**src/rtl/memory_arbiter_if.sv**
```systemverilog
// rtl/memory_arbiter_if.sv - fetch port, data port and memory_controller bus of memory_arbiter
// master modport is the arbiter's view; slave is the surrounding core/memory view.
interface memory_arbiter_if #(
    parameter int ADDR_W = 32,
    parameter int DATA_W = 32
);
    logic              i_req;
    logic [ADDR_W-1:0] i_addr;
    logic [3:0]        i_prot;
    logic              i_done;
    logic [DATA_W-1:0] i_rdata;
    logic              i_abort;

    logic              d_req;
    logic [ADDR_W-1:0] d_addr;
    logic [DATA_W-1:0] d_wdata;
    logic              d_write;
    logic [1:0]        d_size;
    logic [3:0]        d_prot;
    logic              d_lock;
    logic              d_done;
    logic [DATA_W-1:0] d_rdata;
    logic              d_abort;

    logic [ADDR_W-1:0] addr;
    logic [DATA_W-1:0] wdata;
    logic              write;
    logic [1:0]        size;
    logic [3:0]        prot;
    logic [1:0]        trans;
    logic [DATA_W-1:0] rdata;
    logic              abort;
    logic              mem_wait;

    modport master (
        input  i_req, i_addr, i_prot,
        output i_done, i_rdata, i_abort,
        input  d_req, d_addr, d_wdata, d_write, d_size, d_prot, d_lock,
        output d_done, d_rdata, d_abort,
        output addr, wdata, write, size, prot, trans,
        input  rdata, abort, mem_wait
    );

    modport slave (
        output i_req, i_addr, i_prot,
        input  i_done, i_rdata, i_abort,
        output d_req, d_addr, d_wdata, d_write, d_size, d_prot, d_lock,
        input  d_done, d_rdata, d_abort,
        input  addr, wdata, write, size, prot, trans,
        output rdata, abort, mem_wait
    );
endinterface

```
**src/rtl/memory_arbiter.sv**
```systemverilog
// rtl/memory_arbiter.sv - shares the memory_controller bus between fetch and data ports
// Define MEMORY_ARBITER_ROUND_ROBIN_EN to alternate grants on contention instead of data-first priority.
module memory_arbiter #(
    parameter int ADDR_W = 32,
    parameter int DATA_W = 32
) (
    input  logic             clk,
    input  logic             reset,
    memory_arbiter_if.master bus
);
    typedef enum logic [1:0] {S_IDLE, S_ADDR, S_DATA} state_t;
    typedef enum logic [1:0] {OWN_NONE, OWN_FETCH, OWN_DATA} owner_t;

    state_t state, state_next;
    owner_t owner, owner_next;
    logic   grant_fetch;
    logic   grant_data;
    logic   complete;
    logic   prefer_data;

`ifdef MEMORY_ARBITER_ROUND_ROBIN_EN
    logic last_fetch;

    // Locked continuations go through grant_data, so they count as data grants.
    always_ff @(posedge clk) begin
        if (reset) begin
            last_fetch <= 1'b1;
        end else if (grant_fetch) begin
            last_fetch <= 1'b1;
        end else if (grant_data) begin
            last_fetch <= 1'b0;
        end
    end

    assign prefer_data = last_fetch;
`else
    assign prefer_data = 1'b1;
`endif

    always_comb begin
        state_next  = state;
        owner_next  = owner;
        grant_fetch = 1'b0;
        grant_data  = 1'b0;
        complete    = 1'b0;
        case (state)
            S_IDLE: begin
                if (bus.d_req && (!bus.i_req || prefer_data)) begin
                    grant_data = 1'b1;
                    owner_next = OWN_DATA;
                    state_next = S_ADDR;
                end else if (bus.i_req) begin
                    grant_fetch = 1'b1;
                    owner_next  = OWN_FETCH;
                    state_next  = S_ADDR;
                end
            end
            S_ADDR: begin
                state_next = S_DATA;
            end
            S_DATA: begin
                if (!bus.mem_wait) begin
                    complete = 1'b1;
                    // A held lock skips arbitration entirely, so fetch cannot slip into a swap.
                    if ((owner == OWN_DATA) && bus.d_lock && bus.d_req) begin
                        grant_data = 1'b1;
                        state_next = S_ADDR;
                    end else begin
                        owner_next = OWN_NONE;
                        state_next = S_IDLE;
                    end
                end
            end
            default: begin
                owner_next = OWN_NONE;
                state_next = S_IDLE;
            end
        endcase
    end

    always_ff @(posedge clk) begin
        if (reset) begin
            state       <= S_IDLE;
            owner       <= OWN_NONE;
            bus.trans   <= 2'd0;
            bus.addr    <= {ADDR_W{1'b0}};
            bus.wdata   <= {DATA_W{1'b0}};
            bus.write   <= 1'b0;
            bus.size    <= 2'd0;
            bus.prot    <= 4'd0;
            bus.i_done  <= 1'b0;
            bus.d_done  <= 1'b0;
            bus.i_rdata <= {DATA_W{1'b0}};
            bus.d_rdata <= {DATA_W{1'b0}};
            bus.i_abort <= 1'b0;
            bus.d_abort <= 1'b0;
        end else begin
            state     <= state_next;
            owner     <= owner_next;
            bus.trans <= (grant_data || grant_fetch) ? 2'd2 : 2'd0;
            if (grant_data) begin
                bus.addr  <= bus.d_addr;
                bus.wdata <= bus.d_wdata;
                bus.write <= bus.d_write;
                bus.size  <= bus.d_size;
                bus.prot  <= bus.d_prot;
            end else if (grant_fetch) begin
                bus.addr  <= bus.i_addr;
                bus.wdata <= {DATA_W{1'b0}};
                bus.write <= 1'b0;
                bus.size  <= 2'd2;
                bus.prot  <= bus.i_prot;
            end
            bus.i_done <= complete && (owner == OWN_FETCH);
            bus.d_done <= complete && (owner == OWN_DATA);
            if (complete && (owner == OWN_FETCH)) begin
                bus.i_rdata <= bus.rdata;
                bus.i_abort <= bus.abort;
            end
            if (complete && (owner == OWN_DATA)) begin
                bus.d_rdata <= bus.rdata;
                bus.d_abort <= bus.abort;
            end
        end
    end
endmodule

```
**src/flat_wrapper.sv**
```systemverilog
// flat-port wrapper written by rule: the top's interface ports become plain ports
module memory_arbiter_flat 
#(
    parameter int ADDR_W = 32,
    parameter int DATA_W = 32
)
  (clk, reset, bus_i_req, bus_i_addr, bus_i_prot, bus_i_done, bus_i_rdata, bus_i_abort, bus_d_req, bus_d_addr, bus_d_wdata, bus_d_write, bus_d_size, bus_d_prot, bus_d_lock, bus_d_done, bus_d_rdata, bus_d_abort, bus_addr, bus_wdata, bus_write, bus_size, bus_prot, bus_trans, bus_rdata, bus_abort, bus_mem_wait);
  memory_arbiter_if #(.ADDR_W(ADDR_W), .DATA_W(DATA_W)) bus_i ();
  input  logic clk;
  input  logic reset;
  input wire logic [$bits(bus_i.i_req)-1:0] bus_i_req;
  input wire logic [$bits(bus_i.i_addr)-1:0] bus_i_addr;
  input wire logic [$bits(bus_i.i_prot)-1:0] bus_i_prot;
  output wire logic [$bits(bus_i.i_done)-1:0] bus_i_done;
  output wire logic [$bits(bus_i.i_rdata)-1:0] bus_i_rdata;
  output wire logic [$bits(bus_i.i_abort)-1:0] bus_i_abort;
  input wire logic [$bits(bus_i.d_req)-1:0] bus_d_req;
  input wire logic [$bits(bus_i.d_addr)-1:0] bus_d_addr;
  input wire logic [$bits(bus_i.d_wdata)-1:0] bus_d_wdata;
  input wire logic [$bits(bus_i.d_write)-1:0] bus_d_write;
  input wire logic [$bits(bus_i.d_size)-1:0] bus_d_size;
  input wire logic [$bits(bus_i.d_prot)-1:0] bus_d_prot;
  input wire logic [$bits(bus_i.d_lock)-1:0] bus_d_lock;
  output wire logic [$bits(bus_i.d_done)-1:0] bus_d_done;
  output wire logic [$bits(bus_i.d_rdata)-1:0] bus_d_rdata;
  output wire logic [$bits(bus_i.d_abort)-1:0] bus_d_abort;
  output wire logic [$bits(bus_i.addr)-1:0] bus_addr;
  output wire logic [$bits(bus_i.wdata)-1:0] bus_wdata;
  output wire logic [$bits(bus_i.write)-1:0] bus_write;
  output wire logic [$bits(bus_i.size)-1:0] bus_size;
  output wire logic [$bits(bus_i.prot)-1:0] bus_prot;
  output wire logic [$bits(bus_i.trans)-1:0] bus_trans;
  input wire logic [$bits(bus_i.rdata)-1:0] bus_rdata;
  input wire logic [$bits(bus_i.abort)-1:0] bus_abort;
  input wire logic [$bits(bus_i.mem_wait)-1:0] bus_mem_wait;
  assign bus_i.i_req = bus_i_req;
  assign bus_i.i_addr = bus_i_addr;
  assign bus_i.i_prot = bus_i_prot;
  assign bus_i_done = bus_i.i_done;
  assign bus_i_rdata = bus_i.i_rdata;
  assign bus_i_abort = bus_i.i_abort;
  assign bus_i.d_req = bus_d_req;
  assign bus_i.d_addr = bus_d_addr;
  assign bus_i.d_wdata = bus_d_wdata;
  assign bus_i.d_write = bus_d_write;
  assign bus_i.d_size = bus_d_size;
  assign bus_i.d_prot = bus_d_prot;
  assign bus_i.d_lock = bus_d_lock;
  assign bus_d_done = bus_i.d_done;
  assign bus_d_rdata = bus_i.d_rdata;
  assign bus_d_abort = bus_i.d_abort;
  assign bus_addr = bus_i.addr;
  assign bus_wdata = bus_i.wdata;
  assign bus_write = bus_i.write;
  assign bus_size = bus_i.size;
  assign bus_prot = bus_i.prot;
  assign bus_trans = bus_i.trans;
  assign bus_i.rdata = bus_rdata;
  assign bus_i.abort = bus_abort;
  assign bus_i.mem_wait = bus_mem_wait;
  memory_arbiter #(.ADDR_W(ADDR_W), .DATA_W(DATA_W)) u_core (.clk(clk), .reset(reset), .bus(bus_i));
endmodule
```
**config.mk**
```make
export PLATFORM = sky130hd
export DESIGN_NAME = memory_arbiter_flat
export DESIGN_NICKNAME = d
export VERILOG_FILES = /design/src/rtl/memory_arbiter_if.sv /design/src/rtl/memory_arbiter.sv /design/src/flat_wrapper.sv
export SDC_FILE = /design/constraint.sdc
export NUM_CORES = 1
export LEC_CHECK = 0
export CORE_MARGIN = 4
export CORE_UTILIZATION = 45
export CTS_CLUSTER_SIZE = 24
export DETAILED_ROUTE_END_ITERATION = 7
export HOLD_SLACK_MARGIN = 0.05
export PLACE_DENSITY = 0.95
export SKIP_LAST_GASP = 1
export SYNTH_ARGS = -nofsm -noshare
export SYNTH_HDL_FRONTEND = slang
export SYNTH_SLANG_ARGS = --single-unit
```
**constraint.sdc**
```tcl
create_clock -name clk -period 4.66 [get_ports clk]
set_input_delay 0.932 -clock clk [delete_from_list [all_inputs] [get_ports clk]]
set_output_delay 0.932 -clock clk [all_outputs]
set_load 0.005 [all_outputs]
```
==> results of run 1 <==
==> per-layer routing <==
layer	vias up	track usage, %	share of wire [%]
met2	275	42.5	50
met4	0	9.96	3.5
met5	-	0	0
li1	3104	-	-
met1	3114	27.8	37
met3	53	8.56	9.1
==> synth_stat cells (2+ instances only) <==
master,n,area [µm²]
nor3_1,4,20.0
o211ai_2,29,363
nor2_1,2,7.51
buf_1,3,11.3
buf_4,4,30.0
nor3b_2,2,25.0
nand3_1,103,515
nor2b_1,38,238
mux2i_1,71,711
buf_12,3,60.1
nand2_1,38,143
nand3b_1,36,270
o211ai_1,7,52.6
dfxtp_1,144,2880
nand2b_1,40,250
a21oi_1,70,350
buf_6,6,67.6
buf_2,15,75.1
clkbuf_1,47,176
o21ai_0,65,325
==> stage by stage <==
stage / instances / setup slack (ns) / power, mW
floorplan: 742 / 2.65 / 1.62
global placement: 1143 / 1.37 / 1.89
detailed placement: 1143 / 1.35 / 1.90
CTS: 1175 / 1.81 / 3.34
global route: 1175 / 1.68 / 3.44
finish: 1175 / 1.78 / 3.32
==> cells by family (layout without fill, tap and decap cells) <==
| group | Yosys count | count (layout) | synth area share [%] |
|---|---|---|---|
| AOI/OAI and AO/OA | 178 | 178 | 17.1 |
| and+or+nand+nor | 269 | 269 | 22.8 |
| muxes | 71 | 71 | 10.6 |
| DFF | 144 | 144 | 43.0 |
| other | 1 | 1 | 0.0560 |
| buffers and inverters | 79 | 328 | 6.35 |
==> power by group through the flow <==
| stage | logic [mW] | clock network [mW] | registers, mW |
|---|---|---|---|
| 6_report | 0.547 | 1.44 | 1.33 |
| 2_1_floorplan | 0.262 | 0 | 1.35 |
| 5_1_grt | 0.587 | 1.51 | 1.34 |
| 4_1_cts | 0.551 | 1.46 | 1.33 |
| 3_3_place_gp | 0.536 | 0 | 1.35 |
| 3_5_place_dp | 0.546 | 0 | 1.36 |
==> final cells by class <==
class / instances / share of cell area [%]
multi-input cells: 519 / 34.0
clock inverters: 12 / 1.82
well taps: 184 / 2.28
flip-flops and latches: 144 / 28.6
repair buffers: 296 / 29.1
clock buffers: 20 / 4.33
==> worst max path at each step <==
stage,start,endpoint,slack (ns),cells after the start
global route,bus_mem_wait,u_core.bus.addr[0],1.68,5
floorplan,bus_d_req,u_core.bus.size[0],2.65,5
finish,bus_mem_wait,u_core.bus.addr[0],1.78,5
detailed placement,bus_mem_wait,u_core.bus.addr[0],1.35,5
global placement,bus_mem_wait,u_core.bus.addr[2],1.37,5
CTS,bus_mem_wait,u_core.bus.addr[0],1.81,5
==> worst min-delay path, stage by stage (launching register included) <==
cell     delay (ns)
dfxtp_1        0.30
o21ai_0        0.06
a21oi_1        0.06
==> state kept, by name (all words and copies together), names as in the netlist <==
signal	count
u_core.bus.trans	1
u_core.state	2
u_core.owner	2
u_core.bus.d_done	1
u_core.bus.wdata	32
u_core.bus.i_done	1
u_core.bus.i_rdata	32
u_core.bus.write	1
u_core.bus.size	2
u_core.bus.prot	4
u_core.bus.addr	32
u_core.bus.d_rdata	32
u_core.bus.d_abort	1
u_core.bus.i_abort	1
==> impl_results.md, run 1 <==
- Largest net degree at the start of global routing: roughly 120
- Fin area: ~10000 µm²
- Post-synth cell types: 35
- Static leakage: between 3 and 4 nW
- FFs w/ async S/R, synth: 0%
- First-pass GRT wire length: ~33000 µm
- DR iter-0 viols: 616
- Die W: ~130 µm
- Flops & latches, synth: 144
- Combinational group share of total power: between 10% and 20%
- Area occupied by multi-input gates: about 3400 µm²
- Post-CTS Hold Buffers: 0
- Die Height: 130 µm
- Cts repair resizes: 0
- Hold_sp: u_core.bus.i_rdata[4]
- Max-cap violations: 0
- HPWL Detailed: roughly 14000 µm
- CP required: slightly below 5 ns
- Vias/cell: about 5.6
- Clock Latency Late Sink: about 0.41 ns
- Status: completed
- R2R Path Start: u_core.state[1]
- Hold Crit Depth: 2
- Vias: 6546
- Buffers & Inverters on Critical Path: 2
- Vias in the first global route: about 6500
- CP startpoint kind: input pin
- Number of synthesized flops with an enable pin: 0
- I/O pin count: approximately 290
- DRC violations left: 0
- Mapped Cells: between 700 and 800
- Final Cycle Share: 61.9%
- Slew margin rel.: roughly 18%
- P_sw: 0.821 mW
- Layout area overhead: 50.7%
- CORE AREA: about 15000 µm²
- Clock sink total: between 100 and 150
- Tightest Pin Transition: about 1.2 ns
- Nets: between 1000 and 1500
- Worst EP arrival: 3.14 ns
- Drt total wl: around 21000 µm
- Cell internal pwr: about 2.5 mW
- Crit path time final: 2.88 ns
- Seq/Total Area, Yosys: between 40% and 50%
- Primary FF master, synth: dfxtp_1
- Syn Area/Cell: ~9 µm²
- Worst vdd ir: around 0.00024 V
- Pre-antenna DRT Iters: 5
- CP cell instances: clkdlybuf4s50_1 > nor3b_4 > buf_4 > a211o_2 > o211ai_1
- Dpl cell area: between 9000 and 10000 µm²
- Crit path max-delay family: compound AO/OA/AOI/OAI gates
- Filler cells: between 1000 and 1500
- Most frequent cells in the layout: clkdlybuf4s50_1 (284), dfxtp_1 (144), nand3_1 (103)
- All-Layer GR Usage: around 25%
- Power per cell area: approximately 330 nW/µm²
- Initial core utilization: between 40% and 50%
- Cell Area, Synth: 6700 µm²
- Root Buffer: clkbuf_16
- Clk slew on worst S/H paths: ~0.06 ns
- Most common cell after layout, fill and taps aside: clkdlybuf4s50_1
- Slew Viols, Final: 0
- Placement Rows: 44
- Antenna viol nets, final: 0
- Share of layout cells above drive strength 1: around 8.0%
- Hold WC Path Type: reg2reg
- Fin util: 69.4%
- Kind of critical path: in2reg
- CP peak stage delay: between 0.8 and 0.9 ns
- CTS tree: yes
- Die area: 16900 µm²
- H-tree levels: 4
- Hold Slack: 0.473 ns
- R2R cell count: 4
- Crit-path max FO: 39
- Net Count, Synth: ~900
- Highest Clock Rate: roughly 350 MHz
- Reg-to-Reg End: u_core.bus.addr[0]
- Clk_skew: between 0.004 and 0.005 ns
- Final hold viol count: 0
- Routed len/inst: about 18 µm
- Worst Setup End Kind: flop
- Postcts setup bufs: 0
- Endpoints failing setup: 0
- Grt ovf: 0
- WHS Endpoint: u_core.bus.i_rdata[4]
- CP max-delay cell: a211o_2
- Yosys Warn Count: 0
- Antenna violations before repair: 0
- Clock Path Buffers: 2
- RSZ-0062 raised after global routing: no
- R2R Setup Slk: 2.09 ns
- Switching share of power: between 20% and 30%
- Setup total negative slack: 0 ns
- Register Area: a little under 3000 µm²
- Seq pwr share: between 40% and 50%
- Antenna Cells: 0
- Cts bufs inserted: 17
- Port Buffers: ~290
- Clock share of power: 43.3%
- Final RePlAce weighted congestion: a little under 0.8
No activity file was read; power rests on OpenSTA's default activity.
==> run 2: changes to the inputs <==
CORE_UTILIZATION = 43   (was 45)
PLACE_DENSITY = 0.92   (was 0.95)
clock period = 2.85 ns   (was 4.66 ns; I/O delays follow)
==> run 2 against run 1 <==
  * Critical path depth is the same
  * Global-route usage shrank 1.7 points
  * Cell area grew 1.2%
  * Clock power grew 60%
  * Clock-buffer cell count is the same
  * Core utilization shrank 2.3 points
  * Non-clock buffer count grew 6
  * Cell count grew 0.85%
  * Worst hold slack is essentially flat
  * Flip-flop and latch count is the same
  * First-iteration DRC count shrank 41%
  * Critical path type unchanged
==> impl_results.md, run 2 (synthesis gave the netlist of run 1 again) <==
- Buffers & Inverters on Critical Path: 2
- DRC violations left: 0
- Placement Rows: 45
- Crit path time final: ~2.0 ns
- RSZ-0062 raised after global routing: no
- H-tree levels: 4
- Crit-path max FO: 36
- Root Buffer: clkbuf_16
- Cts repair resizes: 0
- Antenna viol nets, final: 0
- Postcts setup bufs: 0
- CP max-delay cell: clkdlybuf4s50_1
- I/O pin count: about 290
- Worst Setup End Kind: flop
- Die Height: 133 µm
- Clock sink total: 144
- Final RePlAce weighted congestion: ~0.76
- Clock Path Buffers: 2
- Highest Clock Rate: between 500 and 600 MHz
- Hold WC Path Type: reg2reg
- Port Buffers: 285
- Grt ovf: 0
- Worst EP arrival: 2.32 ns
- Largest net degree at the start of global routing: between 70 and 80
- CP cell instances: clkdlybuf4s50_1 > and4b_1 > buf_4 > nand3_1 > o211ai_2
- Endpoints failing setup: 0
- Setup total negative slack: 0 ns
- Final Cycle Share: 69.8%
- Antenna Cells: 0
- Static leakage: roughly 3.7 nW
- Max-cap violations: 0
- Cts bufs inserted: 17
- Layout area overhead: 52.5%
- Power per cell area: approximately 530 nW/µm²
- Clock Latency Late Sink: roughly 0.41 ns
- Post-CTS Hold Buffers: 0
- Slew margin rel.: about 60%
- CTS tree: yes
- Crit path max-delay family: buffers and inverters
- CP peak stage delay: 0.66 ns
- All-Layer GR Usage: a little under a quarter
- Slew Viols, Final: 0
- CORE AREA: about 15000 µm²
- Share of layout cells above drive strength 1: around 8.7%
- First-pass GRT wire length: between 30000 and 40000 µm
- Final hold viol count: 0
- Pre-antenna DRT Iters: 4
- Tightest Pin Transition: between 0.5 and 0.6 ns
- CP required: roughly 3.2 ns
- Worst vdd ir: ~0.00038 V
- Vias/cell: 5.44
- Status: completed
- Kind of critical path: in2reg
- Most common cell after layout, fill and taps aside: clkdlybuf4s50_1
- Initial core utilization: 44.0%
- Clk slew on worst S/H paths: ~0.060 ns
- Die W: about 130 µm
- Nets: between 1000 and 1500
- DR iter-0 viols: between 300 and 400
- Antenna violations before repair: 0
- CP startpoint kind: input pin
- Total power: about 5.4 mW
- Drt total wl: approximately 21000 µm
- Vias in the first global route: approximately 6300
- Routed len/inst: 17.7 µm
- Most frequent cells in the layout: clkdlybuf4s50_1 (284), dfxtp_1 (144), nand3_1 (103)
- Vias: 6447
- Clk_skew: about 0.0062 ns
- Die area: between 15000 and 20000 µm²
- HPWL Detailed: ~14000 µm
==> run 2: tightest hold or removal path, delay by kind of cell, from the launching register on <==
kind           cells  cell delay [ns]
flip-flops         1             0.30
AO/OA/AOI/OAI      2             0.12
==> run 2: report_power, final <==
group | internal (mW) | switching (mW) | total [mW] | leakage (nW)
clock | 1.43 | 0.880 | 2.31 | 0.304
sequential | 2.11 | 0.0633 | 2.17 | 1.17
combinational | 0.519 | 0.396 | 0.915 | 2.19
==> run 2: final cells by class <==
type                            instances  area (µm²)
Clock inverter                         12         158
Multi-Input combinational cell        519        3430
Fill cell                            1191        4990
Timing Repair Buffer                  302        3050
Sequential cell                       144        2880
Tap cell                              188         235
Clock buffer                           20         457
==> run 2: layer usage <==
metal  part of all wire (%)  vias up  routed length, µm  track usage [%]
met2                     49      262              10200             38.0
met5                      0        -                  0                0
met3                    9.6       44               2010             9.58
li1                       -     3107                  -                -
met1                     39     3034               8180             26.4
met4                    2.8        0                594             8.78
==> run 2: stage by stage <==
step,std cells,util [%],area [µm²],setup WS [ns],hold slack (ns)
global route,1185,67.2,10200,0.788,0.494
detailed placement,1153,63.1,9600,0.477,0.466
CTS,1185,67.2,10200,0.857,0.474
finish,1185,67.2,10200,0.861,0.473
global placement,1153,63.1,9600,0.543,0.459
floorplan,742,-,6700,1.20,0.470
==> run 2: path summary, 6_finish.rpt <==
check,from,to,slack (ns),cells past startpoint
min,u_core.bus.d_rdata[18],u_core.bus.d_rdata[18],0.47,2
max reg2reg,u_core.state[1],u_core.bus.addr[9],0.95,4
min reg2reg,u_core.bus.d_rdata[18],u_core.bus.d_rdata[18],0.47,2
max,bus_d_req,u_core.bus.addr[9],0.86,5
